File: src/rtl/rx_frame_fsm_if.sv
// Receive-side bus bundle for rx_frame_fsm: GMII-style input stream plus re-timed stream and verdict.
// Macro RX_FRAME_STATS_EN adds the good/bad frame counter signals.
interface rx_frame_fsm_if #(
  parameter int unsigned pDATA_WIDTH    = 8,
  parameter int unsigned pFSM_BUS_WIDHT = 4,
  parameter int unsigned pLEN_WIDTH     = 12
);
  logic                      idv;
  logic [pDATA_WIDTH-1:0]    irx_d;
  logic                      irx_er;
  logic                      odv;
  logic [pDATA_WIDTH-1:0]    orx_d;
  logic                      orx_er;
  logic [pFSM_BUS_WIDHT-1:0] oframe_state;
  logic                      ofrm_done;
  logic                      ofrm_ok;
  logic                      ocrc_err;
  logic                      olen_err;
  logic                      orx_err;
  logic [pLEN_WIDTH-1:0]     olen;
`ifdef RX_FRAME_STATS_EN
  logic                      iclr_stats;
  logic [15:0]               ogood_cnt;
  logic [15:0]               obad_cnt;

  modport master (
    output idv, irx_d, irx_er, iclr_stats,
    input  odv, orx_d, orx_er, oframe_state, ofrm_done, ofrm_ok, ocrc_err, olen_err, orx_err,
    input  olen, ogood_cnt, obad_cnt
  );
  modport slave (
    input  idv, irx_d, irx_er, iclr_stats,
    output odv, orx_d, orx_er, oframe_state, ofrm_done, ofrm_ok, ocrc_err, olen_err, orx_err,
    output olen, ogood_cnt, obad_cnt
  );
`else
  modport master (
    output idv, irx_d, irx_er,
    input  odv, orx_d, orx_er, oframe_state, ofrm_done, ofrm_ok, ocrc_err, olen_err, orx_err,
    input  olen
  );
  modport slave (
    input  idv, irx_d, irx_er,
    output odv, orx_d, orx_er, oframe_state, ofrm_done, ofrm_ok, ocrc_err, olen_err, orx_err,
    output olen
  );
`endif
endinterface

File: src/rtl/rx_frame_fsm.sv
// Receive frame tracker: labels each byte with its frame field, runs CRC-32 and length checks,
// and emits an end-of-frame verdict. Macro RX_FRAME_STATS_EN adds saturating good/bad counters.
module rx_frame_fsm #(
  parameter int unsigned pDATA_WIDTH        = 8,
  parameter int unsigned pMIN_PACKET_LENGHT = 64,
  parameter int unsigned pMAX_PACKET_LENGHT = 1536,
  parameter int unsigned pFSM_BUS_WIDHT     = 4,
  parameter int unsigned pLEN_WIDTH         = $clog2(pMAX_PACKET_LENGHT) + 1
) (
  input logic           iclk,
  input logic           irst,
  rx_frame_fsm_if.slave bus
);

  typedef enum logic [3:0] {
    lpIDLE     = 4'd0,
    lpPREAMBLE = 4'd1,
    lpSFD      = 4'd2,
    lpDA       = 4'd3,
    lpSA       = 4'd4,
    lpTYPE     = 4'd5,
    lpDATA     = 4'd6,
    lpCHECK    = 4'd7,
    lpDROP     = 4'd8
  } state_e;

  localparam logic [pDATA_WIDTH-1:0] PreByte = pDATA_WIDTH'(8'h55);
  localparam logic [pDATA_WIDTH-1:0] SfdByte = pDATA_WIDTH'(8'hD5);
  localparam logic [31:0]            CrcPoly = 32'hEDB8_8320;
  localparam logic [31:0]            CrcGood = 32'hDEBB_20E3;
  localparam logic [pLEN_WIDTH-1:0]  DaEnd   = pLEN_WIDTH'(6);
  localparam logic [pLEN_WIDTH-1:0]  SaEnd   = pLEN_WIDTH'(12);
  localparam logic [pLEN_WIDTH-1:0]  TypeEnd = pLEN_WIDTH'(14);
  localparam logic [pLEN_WIDTH-1:0]  MinLen  = pLEN_WIDTH'(pMIN_PACKET_LENGHT);
  localparam logic [pLEN_WIDTH-1:0]  MaxLen  = pLEN_WIDTH'(pMAX_PACKET_LENGHT);

  function automatic logic [31:0] crc_byte(input logic [31:0] crc, input logic [7:0] data);
    logic [31:0] c;
    c = crc ^ {24'h0, data};
    for (int i = 0; i < 8; i++) begin
      c = c[0] ? ((c >> 1) ^ CrcPoly) : (c >> 1);
    end
    return c;
  endfunction

  state_e                 state_q, state_d;
  logic [pLEN_WIDTH-1:0]  len_q, len_d;
  logic [31:0]            crc_q, crc_d;
  logic                   err_q, err_d;
  logic                   dv_q;
  logic [pDATA_WIDTH-1:0] d_q;
  logic                   er_q;
  logic                   in_frame;

  logic                   frm_done, frm_ok, crc_err, len_err, rx_err;
  logic [pLEN_WIDTH-1:0]  frm_len;

  always_ff @(posedge iclk or negedge irst) begin
    if (!irst) begin
      state_q <= lpIDLE;
      len_q   <= '0;
      crc_q   <= '1;
      err_q   <= 1'b0;
      dv_q    <= 1'b0;
      d_q     <= '0;
      er_q    <= 1'b0;
    end else begin
      state_q <= state_d;
      len_q   <= len_d;
      crc_q   <= crc_d;
      err_q   <= err_d;
      dv_q    <= bus.idv;
      d_q     <= bus.irx_d;
      er_q    <= bus.irx_er;
    end
  end

  // state_d labels the byte currently on irx_d; it becomes the label of orx_d next cycle.
  always_comb begin
    state_d = state_q;
    len_d   = len_q;
    crc_d   = crc_q;
    err_d   = err_q;
    unique case (state_q)
      lpIDLE, lpCHECK: begin
        if (!bus.idv)                  state_d = lpIDLE;
        else if (bus.irx_d == PreByte) state_d = lpPREAMBLE;
        else if (bus.irx_d == SfdByte) state_d = lpSFD;
        else                           state_d = lpDROP;
      end
      lpPREAMBLE: begin
        if (!bus.idv)                  state_d = lpIDLE;
        else if (bus.irx_d == PreByte) state_d = lpPREAMBLE;
        else if (bus.irx_d == SfdByte) state_d = lpSFD;
        else                           state_d = lpDROP;
      end
      lpSFD:   state_d = bus.idv ? lpDA : lpCHECK;
      lpDA:    state_d = !bus.idv ? lpCHECK : ((len_q < DaEnd) ? lpDA : lpSA);
      lpSA:    state_d = !bus.idv ? lpCHECK : ((len_q < SaEnd) ? lpSA : lpTYPE);
      lpTYPE:  state_d = !bus.idv ? lpCHECK : ((len_q < TypeEnd) ? lpTYPE : lpDATA);
      lpDATA:  state_d = bus.idv ? lpDATA : lpCHECK;
      lpDROP:  state_d = bus.idv ? lpDROP : lpIDLE;
      default: state_d = lpIDLE;
    endcase

    in_frame = (state_d == lpDA) || (state_d == lpSA) || (state_d == lpTYPE) ||
               (state_d == lpDATA);
    if (state_d == lpSFD) begin
      len_d = '0;
      crc_d = '1;
      err_d = bus.irx_er;
    end else if (in_frame) begin
      len_d = (len_q == '1) ? len_q : len_q + pLEN_WIDTH'(1);
      crc_d = crc_byte(crc_q, bus.irx_d[7:0]);
      err_d = err_q | bus.irx_er;
    end
  end

  always_comb begin
    frm_done = (state_q == lpCHECK);
    crc_err  = frm_done & (crc_q != CrcGood);
    len_err  = frm_done & ((len_q < MinLen) | (len_q > MaxLen));
    rx_err   = frm_done & err_q;
    frm_ok   = frm_done & ~crc_err & ~len_err & ~rx_err;
    frm_len  = frm_done ? len_q : '0;
  end

  assign bus.odv          = dv_q;
  assign bus.orx_d        = d_q;
  assign bus.orx_er       = er_q;
  assign bus.oframe_state = pFSM_BUS_WIDHT'(state_q);
  assign bus.ofrm_done    = frm_done;
  assign bus.ofrm_ok      = frm_ok;
  assign bus.ocrc_err     = crc_err;
  assign bus.olen_err     = len_err;
  assign bus.orx_err      = rx_err;
  assign bus.olen         = frm_len;

`ifdef RX_FRAME_STATS_EN
  logic [15:0] good_q, good_d;
  logic [15:0] bad_q, bad_d;

  always_ff @(posedge iclk or negedge irst) begin
    if (!irst) begin
      good_q <= '0;
      bad_q  <= '0;
    end else begin
      good_q <= good_d;
      bad_q  <= bad_d;
    end
  end

  // Clear wins over a same-cycle verdict.
  always_comb begin
    good_d = good_q;
    bad_d  = bad_q;
    if (bus.iclr_stats) begin
      good_d = '0;
      bad_d  = '0;
    end else if (frm_done) begin
      if (frm_ok && good_q != 16'hFFFF)       good_d = good_q + 16'd1;
      else if (!frm_ok && bad_q != 16'hFFFF)  bad_d  = bad_q + 16'd1;
    end
  end

  assign bus.ogood_cnt = good_q;
  assign bus.obad_cnt  = bad_q;
`endif

endmodule

File: src/flat_wrapper.sv
// flat-port wrapper written by rule: the top's interface ports become plain ports
module rx_frame_fsm_flat 
#(
  parameter int unsigned pDATA_WIDTH        = 8,
  parameter int unsigned pMIN_PACKET_LENGHT = 64,
  parameter int unsigned pMAX_PACKET_LENGHT = 1536,
  parameter int unsigned pFSM_BUS_WIDHT     = 4,
  parameter int unsigned pLEN_WIDTH         = $clog2(pMAX_PACKET_LENGHT) + 1
)
  (iclk, irst, bus_idv, bus_irx_d, bus_irx_er, bus_odv, bus_orx_d, bus_orx_er, bus_oframe_state, bus_ofrm_done, bus_ofrm_ok, bus_ocrc_err, bus_olen_err, bus_orx_err, bus_olen);
  rx_frame_fsm_if #(.pDATA_WIDTH(pDATA_WIDTH), .pFSM_BUS_WIDHT(pFSM_BUS_WIDHT), .pLEN_WIDTH(pLEN_WIDTH)) bus_i ();
  input logic iclk;
  input logic irst;
  input wire logic [$bits(bus_i.idv)-1:0] bus_idv;
  input wire logic [$bits(bus_i.irx_d)-1:0] bus_irx_d;
  input wire logic [$bits(bus_i.irx_er)-1:0] bus_irx_er;
  output wire logic [$bits(bus_i.odv)-1:0] bus_odv;
  output wire logic [$bits(bus_i.orx_d)-1:0] bus_orx_d;
  output wire logic [$bits(bus_i.orx_er)-1:0] bus_orx_er;
  output wire logic [$bits(bus_i.oframe_state)-1:0] bus_oframe_state;
  output wire logic [$bits(bus_i.ofrm_done)-1:0] bus_ofrm_done;
  output wire logic [$bits(bus_i.ofrm_ok)-1:0] bus_ofrm_ok;
  output wire logic [$bits(bus_i.ocrc_err)-1:0] bus_ocrc_err;
  output wire logic [$bits(bus_i.olen_err)-1:0] bus_olen_err;
  output wire logic [$bits(bus_i.orx_err)-1:0] bus_orx_err;
  output wire logic [$bits(bus_i.olen)-1:0] bus_olen;
  assign bus_i.idv = bus_idv;
  assign bus_i.irx_d = bus_irx_d;
  assign bus_i.irx_er = bus_irx_er;
  assign bus_odv = bus_i.odv;
  assign bus_orx_d = bus_i.orx_d;
  assign bus_orx_er = bus_i.orx_er;
  assign bus_oframe_state = bus_i.oframe_state;
  assign bus_ofrm_done = bus_i.ofrm_done;
  assign bus_ofrm_ok = bus_i.ofrm_ok;
  assign bus_ocrc_err = bus_i.ocrc_err;
  assign bus_olen_err = bus_i.olen_err;
  assign bus_orx_err = bus_i.orx_err;
  assign bus_olen = bus_i.olen;
  rx_frame_fsm #(.pDATA_WIDTH(pDATA_WIDTH), .pMIN_PACKET_LENGHT(pMIN_PACKET_LENGHT), .pMAX_PACKET_LENGHT(pMAX_PACKET_LENGHT), .pFSM_BUS_WIDHT(pFSM_BUS_WIDHT), .pLEN_WIDTH(pLEN_WIDTH)) u_core (.iclk(iclk), .irst(irst), .bus(bus_i));
endmodule
File: config.mk
export PLATFORM = sky130hd
export DESIGN_NAME = rx_frame_fsm_flat
export DESIGN_NICKNAME = d
export VERILOG_FILES = /design/src/rtl/rx_frame_fsm_if.sv /design/src/rtl/rx_frame_fsm.sv /design/src/flat_wrapper.sv
export SDC_FILE = /design/constraint.sdc
export NUM_CORES = 1
export LEC_CHECK = 0
export ABC_AREA = 1
export CAP_MARGIN = 20
export CORE_AREA = 2 2 103 80
export CTS_CLUSTER_DIAMETER = 200
export DETAILED_ROUTE_END_ITERATION = 6
export DIE_AREA = 0 0 105 82
export MAX_ROUTING_LAYER = met4
export PLACE_DENSITY = 0.87
export REMOVE_ABC_BUFFERS = 1
export SYNTH_ARGS = -nofsm -noshare
export SYNTH_HDL_FRONTEND = slang
export SYNTH_SLANG_ARGS = --single-unit
File: constraint.sdc
create_clock -name iclk -period 2.3 [get_ports iclk]
set_input_delay 0.23 -clock iclk [delete_from_list [all_inputs] [get_ports iclk]]
set_output_delay 0.23 -clock iclk [all_outputs]
set_load 0.02 [all_outputs]
==> results of run 1 <==
-- state kept, by name (all words and copies together) (netlist names) --
name and cells:
u_core.bus.orx_d 8, u_core.bus.orx_er 1, u_core.err_q 1, u_core.bus.odv 1
u_core.bus.oframe_state 4, u_core.len_q 12, u_core.crc_q 32
-- layout by cell type (no fill, tap or decap), types with 4 or more instances in the layout --
| cell type | Yosys | routed |
|---|---|---|
| nor3_1 | 6 | 6 |
| nand3_2 | 4 | 4 |
| nand3_1 | 29 | 29 |
| xor2_1 | 31 | 31 |
| a21oi_1 | 4 | 4 |
| nor2_1 | 61 | 61 |
| inv_2 | 4 | 4 |
| inv_1 | 57 | 57 |
| nand4_1 | 25 | 25 |
| o21ai_2 | 4 | 4 |
| or2_2 | 6 | 6 |
| clkdlybuf4s50_1 | 0 | 38 |
| dfrtp_1 | 27 | 26 |
| buf_4 | 1 | 37 |
| nand2_1 | 246 | 246 |
| xnor2_1 | 15 | 15 |
| clkbuf_8 | 0 | 11 |
| nand2_2 | 9 | 9 |
| dfstp_2 | 32 | 32 |
| o21ai_0 | 15 | 15 |
-- metal layers --
layer / GRT usage / wire (um) / vias to the layer above
met4: 0.07867 / 223 / 0
met5: - / 0 / -
met1: 0.3959 / 5302 / 1993
li1: - / - / 2092
met2: 0.4578 / 5437 / 187
met3: 0.06825 / 1071 / 24
-- timing repair --
item | 4_1_cts | 5_1_grt
gates resized for setup | 4 | 6
pin swaps | 1 | 0
endpoints found under the setup margin | 2 | 3
hold buffers | 1 | 0
endpoints found under the hold margin | 14 | 0
-- metrics by stage --
stage                     TNS [ns]  hold WS, ns
final                            0       0.3508
after floorplan            -0.5281     -0.06559
after detailed placement         0       0.3196
after global routing             0       0.3541
after CTS                        0       0.3466
after global placement           0       0.3214
-- worst max path at each step --
stage	startpoint	slack [ns]	endpoint	cells past startpoint
detailed placement	bus_irx_d[0]	0.08	u_core.len_q[9]$_DFFE_PN0P_	11
global route	u_core.len_q[1]$_DFFE_PN0P_	0.02	bus_ofrm_ok	7
CTS	u_core.crc_q[27]$_DFFE_PN1P_	0.02	bus_ofrm_ok	5
finish	u_core.crc_q[13]$_DFFE_PN1P_	0.1	bus_ocrc_err	5
global placement	u_core.crc_q[13]$_DFFE_PN1P_	0.06	bus_ofrm_ok	5
floorplan	u_core.bus.oframe_state[1]$_DFF_PN0_	-0.04	u_core.crc_q[0]$_DFFE_PN1P_	11
-- cell type report --
cell class	count	area [sq um]	area share
Clock buffer	12	155.1	0.02938
Clock inverter	4	73.82	0.01398
Inverter	61	229.0	0.04337
Multi-Input combinational cell	483	2414	0.4571
Sequential cell	59	1518	0.2874
Tap cell	105	131.4	0.02488
Timing Repair Buffer	83	759.5	0.1438
-- power by group through the flow --
stage               clock [mW]  sequential (mW)  combinational, mW
floorplan                    0             1.62               1.84
global placement             0             1.66               2.59
detailed placement           0             1.66               2.66
CTS                       1.11             1.66               2.70
global route              1.17             1.70               3.07
finish                    1.11             1.67               2.75
-- kinds of logic after synthesis --
group,Yosys count
AND/OR/NAND/NOR,403
buffers and inverters,77
flip-flops,59
XOR/XNOR,48
AO/OA/AOI/OAI,30
adder cells (fa/ha/maj),2
==> flow_metrics.env, run 1 <==
export IMPL_ir_drop_v=0.0004713
export IMPL_synth_xor_area_share=0.1027
export IMPL_clock_latency_ns=0.35
export IMPL_wl_per_cell_um=14.91
export IMPL_holdCritStartpoint="bus_irx_er"
export IMPL_crit_arrival_ns=1.97
export IMPL_first_global_vias=3962
export IMPL_slew_viol_final=0
export IMPL_fp_dieW_um=105
export IMPL_clock_sinks=59
export IMPL_reg2reg_from="u_core.len_q[2]$_DFFE_PN0P_"
export IMPL_antenna_found_initial=0
export IMPL_synth_largest_area_cell="nand2_1"
export IMPL_whs_path_depth=1
export IMPL_clock_root_buffer="clkbuf_8"
export IMPL_rsz0062_at_grt="false"
export IMPL_r2r_slack_ns=0.18
export IMPL_final_util=0.6914
export IMPL_yosysWarnings=0
export IMPL_tightest_slew_ns=0.7218
export IMPL_drtAntennaViolNets=0
export IMPL_ioPinCount=43
export IMPL_switchingPower_mw=2.289
export IMPL_drc=0
export IMPL_p_leak_nw=2.647
export IMPL_drtIter0Drc=393
export IMPL_area_delta_synth_final_pct=24.48
export IMPL_power_total_mw=5.531
export IMPL_path_buf_inv=1
export IMPL_routed_wl_um=12040
export IMPL_cp_max_fo=3
export IMPL_dieArea_sq_um=8610
export IMPL_combPwrFrac=0.498
export IMPL_p_seq_frac=0.303
export IMPL_vias=4296
export IMPL_synth_edf_count=0
export IMPL_min_period_ns=2.203
export IMPL_synth_top_family_by_area="simple AND/OR/NAND/NOR gates"
export IMPL_finalWorstSetupSlack_ns=0.09656
export IMPL_relSlewSlack=0.5188
export IMPL_cts_buffers=9
export IMPL_crit_path_max_incr_delay_ns=0.56
export IMPL_finalHoldViolations=0
export IMPL_end_kind="output port"
export IMPL_synthTopCellsByCount="nand2_1 (246), nor2_1 (61), inv_1 (57)"
export IMPL_synth_top_cell_area_share=0.2177
export IMPL_worst_path_dominant_cell_family="simple AND/OR/NAND/NOR gates"
export IMPL_htreeDepth=3
export IMPL_fmax_mhz=453.8
export IMPL_period_share=0.9580
export IMPL_dp_cells=790
export IMPL_synthArstFlopShare=1.000
export IMPL_post_place_ws_ns=0.07587
export IMPL_grt_max_degree=49
export IMPL_synth_seq_cells=59
export IMPL_critPathRequiredTime_ns=2.07
export IMPL_critPathKind="flop to output port"
export IMPL_fin_area_sq_um=5280
export IMPL_dr_pass1_iters=5
export IMPL_synthSimpleGateAreaFrac=0.4142
export IMPL_status="completed"
export IMPL_critPathLaunchType="flop"
export IMPL_setup_viol=0
export IMPL_synthTopCellsByArea="nand2_1 (22%), dfstp_2 (20%), dfrtp_1 (16%), xor2_1 (6.4%), nor2_1 (5.4%)"
export IMPL_vias_per_cell=5.323
export IMPL_port_buffers=42
export IMPL_cts_tree="done"
export IMPL_p_int_mw=3.243
export IMPL_num_rows=28
export IMPL_ys_flop_type="dfstp_2"
export IMPL_grt_pass1_wl_um=19350
export IMPL_cts_setup_buffers=0
export IMPL_synth_compound_area_frac=0.04130
export IMPL_netlist_instances=619
export IMPL_yosysUniqueCellTypes=36
export IMPL_dieHeight_um=82
export IMPL_cp_slowest_cell="dfstp_2"
export IMPL_powerDensity_nw_per_um2=1048
export IMPL_clk_path_buf_depth=2
export IMPL_r2r_end="u_core.len_q[9]$_DFFE_PN0P_"
export IMPL_grt_usage=0.2962
export IMPL_nFillCells=651
export IMPL_clockPowerShare=0.200
export IMPL_hold_path_class="primary input to flop"
export IMPL_worstPathCellList="nand3b_1 -> nor4_4 -> nand4_1 -> and2_1 -> dlygate4sd2_1"
export IMPL_hpwlAfterDp_um=8666
export IMPL_syn_avg_cell_area_sq_um=6.852
export IMPL_clk_pin_slew_worst_paths_ns=0.07
export IMPL_fin_cells=807
export IMPL_ys_seq_area_frac=0.3575
export IMPL_maxCapViolations=0
export IMPL_synth_cell_area_sq_um=4242
export IMPL_final_nets=711
export IMPL_diodes=0
export IMPL_reg2regPathDepth=12
export IMPL_placed_cell_area_sq_um=5022
export IMPL_skew_ns=0.01418
export IMPL_synth_area_mux_share=0
export IMPL_synth_fa_ha_area_frac=0.005900
export IMPL_hold_end="u_core.bus.orx_er$_DFF_PN0_"
export IMPL_grt_overflow_total=0
export IMPL_coreArea_sq_um=7637
export IMPL_gp_congestion=0.9417
export IMPL_initial_core_util=0.5554
export IMPL_drive_gt1_frac=0.1866
export IMPL_synth_most_common_cell="nand2_1"
export IMPL_switching_share=0.4138
Note: power is estimated with default switching activity, not from simulation.
==> run 2: changes to the inputs <==
--- a/config.mk
+++ b/config.mk
@@ -7,12 +7,12 @@
 export LEC_CHECK = 0
 export ABC_AREA = 1
 export CAP_MARGIN = 20
-export CORE_AREA = 2 2 103 80
+export CORE_AREA = 2 2 141 108
 export CTS_CLUSTER_DIAMETER = 200
 export DETAILED_ROUTE_END_ITERATION = 6
-export DIE_AREA = 0 0 105 82
+export DIE_AREA = 0 0 143 110
 export MAX_ROUTING_LAYER = met4
-export PLACE_DENSITY = 0.87
+export PLACE_DENSITY = 0.55
 export REMOVE_ABC_BUFFERS = 1
 export SYNTH_ARGS = -nofsm -noshare
 export SYNTH_HDL_FRONTEND = slang
==> run 2 against run 1 <==
Net effect: worst setup slack got worse by 0.011 ns; clock power rose by 25%; largest power group unchanged; count of clock-buffer cells in the layout rose by 1; combinational power up 3%; largest cell class unchanged; clock skew down 0.0051 ns; first-iteration DRC count decreased by 21%; sequential cell count unchanged; hold slack better by 0.030 ns; register-to-register slack improved by 0.10 ns; fmax decreased by 0.52%; global-route usage decreased by 13 points; sequential share of layout area is 1.5 points lower; critical path type unchanged.
==> flow_metrics.env, run 2 (same netlist as run 1, synthesis figures left out) <==
export IMPL_status="completed"
export IMPL_cts_buffers=9
export IMPL_clock_root_buffer="clkbuf_16"
export IMPL_vias=4122
export IMPL_fin_tns_setup_ns=0
export IMPL_placed_cell_area_sq_um=5199
export IMPL_top_register="u_core.crc_q"
export IMPL_skew_ns=0.009037
export IMPL_drtIter0Drc=310
export IMPL_drc=0
export IMPL_first_global_vias=4070
export IMPL_setup_viol=0
export IMPL_fmax_mhz=451.5
export IMPL_largest_register_ffs=32
export IMPL_ioPinCount=43
export IMPL_area_delta_synth_final_pct=31.24
export IMPL_vias_per_cell=4.535
export IMPL_grt_overflow_total=0
export IMPL_powerDensity_nw_per_um2=1054
export IMPL_period_share=0.9630
export IMPL_mostFrequentLayoutCells="nand2_1 (246), nor2_1 (60), inv_1 (57)"
export IMPL_ir_drop_v=0.0003758
export IMPL_routed_wl_um=11920
export IMPL_worstPathCellList="nand3b_1 -> nor4_2 -> buf_4 -> nand4_1 -> and2_1 -> dlygate4sd2_1"
export IMPL_port_buffers=42
export IMPL_clk_path_buf_depth=2
export IMPL_grt_usage=0.1672
export IMPL_diodes=0
export IMPL_hpwlAfterDp_um=8910
export IMPL_tightest_slew_ns=0.4941
export IMPL_crit_start="u_core.crc_q[13]$_DFFE_PN1P_"
export IMPL_critPathKind="flop to output port"
export IMPL_critPathRequiredTime_ns=2.07
export IMPL_holdCritStartpoint="bus_irx_er"
export IMPL_dieHeight_um=110
export IMPL_dieArea_sq_um=15730
export IMPL_drive_gt1_frac=0.1975
export IMPL_cts_tree="done"
export IMPL_drtAntennaViolNets=0
export IMPL_slew_viol_final=0
export IMPL_multiInputGateArea_sq_um=2429
export IMPL_final_nets=718
export IMPL_clock_sinks=59
export IMPL_finalHoldViolations=0
export IMPL_num_rows=38
export IMPL_end_kind="output port"
export IMPL_grt_pass1_wl_um=20290
export IMPL_relSlewSlack=0.6695
export IMPL_nFillCells=1476
export IMPL_grt_max_degree=60
export IMPL_clk_pin_slew_worst_paths_ns=0.05
export IMPL_min_period_ns=2.215
export IMPL_gp_congestion=0.9085
export IMPL_clock_latency_ns=0.32
export IMPL_cp_max_fo=2
export IMPL_initial_core_util=0.2964
export IMPL_hold_path_class="primary input to flop"
export IMPL_wl_per_cell_um=13.12
export IMPL_coreArea_sq_um=14310
export IMPL_critPathLaunchType="flop"
export IMPL_fin_area_sq_um=5567
export IMPL_maxCapViolations=0
export IMPL_htreeDepth=3
export IMPL_crit_arrival_ns=1.98
export IMPL_register_area_sq_um=1516
export IMPL_antenna_found_initial=0
export IMPL_p_leak_nw=2.735
export IMPL_crit_path_max_incr_delay_ns=0.52
export IMPL_hold_slack_ns=0.3804
export IMPL_dr_pass1_iters=5
export IMPL_cp_slowest_cell="dfstp_2"
export IMPL_rsz0062_at_grt="false"
export IMPL_final_common_cell="nand2_1"
export IMPL_reg2reg_from="u_core.len_q[0]$_DFFE_PN0P_"
export IMPL_fp_dieW_um=143
run 2: where the power goes:
part | internal (mW) | switching (mW)
Clock | 0.927 | 0.467
Sequential | 1.42 | 0.228
Combinational | 1.23 | 1.59
run 2: area by class of cell:
| class | instances | area share |
|---|---|---|
| Multi-Input combinational cell | 483 | 0.4363 |
| Sequential cell | 59 | 0.2724 |
| Timing Repair Buffer | 90 | 0.1486 |
| Clock buffer | 13 | 0.04855 |
| Tap cell | 200 | 0.04495 |
| Inverter | 61 | 0.04113 |
| Clock inverter | 3 | 0.008092 |
run 2: per-stage QoR:
step           setup WS (ns)    util  instances  power, mW
2_1_floorplan       -0.03834       -        603      3.457
3_3_place_gp        -0.02720  0.3633        891      4.420
3_5_place_dp         0.01032  0.3633        891      4.439
5_1_grt              0.01702  0.3890        909      6.375
6_report             0.08515  0.3890        909      5.867
4_1_cts              0.01520  0.3870        909      5.889
run 2: final timing paths:
check,to,slack [ns],depth (start not counted)
min,u_core.bus.orx_er$_DFF_PN0_,0.38,1
max,bus_ocrc_err,0.09,6
min reg2reg,u_core.crc_q[18]$_DFFE_PN1P_,0.48,2
max in group asynchronous,u_core.crc_q[25]$_DFFE_PN1P_,1.54,3
min in group asynchronous,u_core.bus.oframe_state[3]$_DFF_PN0_,0.43,3
max reg2reg,u_core.len_q[6]$_DFFE_PN0P_,0.28,10
run 2: what timing repair did:
| action | in CTS | in global routing |
|---|---|---|
| setup buffers | 1 | 0 |
| setup endpoints to repair | 2 | 14 |
| hold endpoints to repair | 27 | 0 |
| pin swaps | 1 | 0 |
| hold buffers | 1 | 0 |
| gates resized for setup | 8 | 7 |
run 2: layer usage:
| metal | wire (um) | part of all wire | global-route usage |
|---|---|---|---|
| met1 | 6210 | 0.52 | 0.2446 |
| met2 | 4926 | 0.41 | 0.2392 |
| met3 | 730 | 0.061 | 0.03499 |
| met4 | 55 | 0.0046 | 0.03041 |
| met5 | 0 | 0 | - |
run 2: critical path: cells and delay by family (launching register included):
kind	cells	cell delay, ns
and+or+nand+nor	4	0.67
DFF	1	0.52
buffers and inverters	2	0.47
==> run 3: changes to the inputs <==
--- a/config.mk
+++ b/config.mk
@@ -11,7 +11,6 @@
 export CTS_CLUSTER_DIAMETER = 200
 export DETAILED_ROUTE_END_ITERATION = 6
 export DIE_AREA = 0 0 143 110
-export MAX_ROUTING_LAYER = met4
 export PLACE_DENSITY = 0.55
 export REMOVE_ABC_BUFFERS = 1
 export SYNTH_ARGS = -nofsm -noshare
==> run 3 against run 2 <==
Net effect: fmax grew 4.3%; cell area shrank 0.20%; sequential cell count is the same; count of clock-buffer cells in the layout shrank 1; clock skew is essentially flat; combinational power is essentially flat.
==> flow_metrics.env, run 3 (same netlist as run 1, synthesis figures left out) <==
export IMPL_mostFrequentLayoutCells="nand2_1 (246), nor2_1 (61), inv_1 (57)"
export IMPL_placed_cell_area_sq_um=5214
export IMPL_clock_sinks=59
export IMPL_ioPinCount=43
export IMPL_vias_per_cell=4.549
export IMPL_cp_max_fo=2
export IMPL_dieArea_sq_um=15730
export IMPL_fp_dieW_um=143
export IMPL_wl_per_cell_um=13.44
export IMPL_grt_pass1_wl_um=20420
export IMPL_num_rows=38
export IMPL_vias=4140
export IMPL_power_total_mw=5.877
export IMPL_hold_slack_ns=0.3817
export IMPL_top_register="u_core.crc_q"
export IMPL_setup_viol=0
export IMPL_powerDensity_nw_per_um2=1058
export IMPL_dieHeight_um=110
export IMPL_slew_viol_final=0
export IMPL_rsz0062_at_grt="false"
export IMPL_port_buffers=42
export IMPL_gp_congestion=0.9076
export IMPL_fin_area_sq_um=5555
export IMPL_skew_ns=0.008667
export IMPL_routed_wl_um=12230
export IMPL_relSlewSlack=0.6919
export IMPL_hold_path_class="primary input to flop"
export IMPL_drive_gt1_frac=0.1986
export IMPL_antenna_found_initial=0
export IMPL_first_global_vias=3959
export IMPL_final_nets=719
export IMPL_cts_buffers=9
export IMPL_clock_latency_ns=0.33
export IMPL_period_share=0.9231
export IMPL_area_delta_synth_final_pct=30.97
export IMPL_crit_arrival_ns=1.89
export IMPL_grt_max_degree=60
export IMPL_diodes=0
export IMPL_min_period_ns=2.123
export IMPL_maxCapViolations=0
export IMPL_finalHoldViolations=0
export IMPL_cts_setup_buffers=0
export IMPL_clk_pin_slew_worst_paths_ns=0.05
export IMPL_p_leak_nw=2.742
export IMPL_dr_pass1_iters=5
export IMPL_coreArea_sq_um=14310
export IMPL_clk_path_buf_depth=2
export IMPL_hpwlAfterDp_um=8969
export IMPL_final_common_cell="nand2_1"
export IMPL_critPathLaunchType="flop"
export IMPL_clock_root_buffer="clkbuf_16"
export IMPL_post_place_ws_ns=-0.01441
export IMPL_cts_tree="done"
export IMPL_drc=0
export IMPL_drtAntennaViolNets=0
export IMPL_grt_overflow_total=0
export IMPL_drtIter0Drc=283
export IMPL_fmax_mhz=471.0
export IMPL_initial_core_util=0.2964
export IMPL_critPathKind="flop to output port"
export IMPL_end_kind="output port"
export IMPL_tightest_slew_ns=0.4621
export IMPL_largest_register_ffs=32
export IMPL_fin_tns_setup_ns=0
export IMPL_htreeDepth=3
export IMPL_status="completed"
export IMPL_grt_usage=0.1659
export IMPL_finalWorstSetupSlack_ns=0.1770
export IMPL_critPathRequiredTime_ns=2.07
export IMPL_ir_drop_v=0.0004326
## run 3: cell types whose count changed in the layout (fill, tap and decap cells not counted), sizes merged
cell,before,now
buf,49,50
dlygate4sd2,1,0
clkinvlp,2,0
clkinv,0,3
## run 3: worst paths after layout
check | cells after the start | startpoint | end | slack (ns)
max | 6 | u_core.crc_q[13]$_DFFE_PN1P_ | bus_ofrm_ok | 0.18
min | 1 | bus_irx_er | u_core.bus.orx_er$_DFF_PN0_ | 0.38
max reg2reg | 12 | u_core.len_q[0]$_DFFE_PN0P_ | u_core.len_q[6]$_DFFE_PN0P_ | 0.21
min reg2reg | 2 | u_core.crc_q[18]$_DFFE_PN1P_ | u_core.crc_q[18]$_DFFE_PN1P_ | 0.48
max in group asynchronous | 3 | irst | u_core.crc_q[24]$_DFFE_PN1P_ | 1.53
min in group asynchronous | 3 | irst | u_core.bus.oframe_state[3]$_DFF_PN0_ | 0.42
## run 3: per-layer routing
metal	up-vias	share of wire	GRT usage
met1	1916	0.52	0.2474
met2	103	0.42	0.2444
met5	-	0	0
met3	15	0.056	0.03542
li1	2106	-	-
met4	0	0.011	0.03819
## run 3: timing repair
action	in CTS	in global routing
pin swaps	1	0
hold buffers	1	0
setup endpoints to repair	2	15
hold endpoints to repair	27	0
resized for setup	6	8
## run 3: cell type report
cell class / instances / area [sq um]
Clock buffer: 12 / 256.5
Clock inverter: 4 / 48.80
Sequential cell: 59 / 1516
Timing Repair Buffer: 91 / 828.3
Multi-Input combinational cell: 483 / 2426
Tap cell: 200 / 250.2
Fill cell: 1477 / 8756
Inverter: 61 / 229.0
## run 3: critical path, cell delays in order, from the launching register on
cell	delay [ns]
dfstp_2	0.53
nand3b_1	0.14
nor4_2	0.19
buf_4	0.16
nand4_1	0.17
nor4_2	0.18
buf_2	0.20
## run 3: stage by stage
step,cells,utilization
4_1_cts,910,0.3868
2_1_floorplan,603,-
3_5_place_dp,893,0.3643
6_report,910,0.3882
3_3_place_gp,893,0.3643
5_1_grt,910,0.3882
## run 3: report_power, final
group	internal [mW]	switching, mW
registers	1.42	0.224
clock network	0.896	0.496
logic	1.23	1.61
total	3.55	2.33
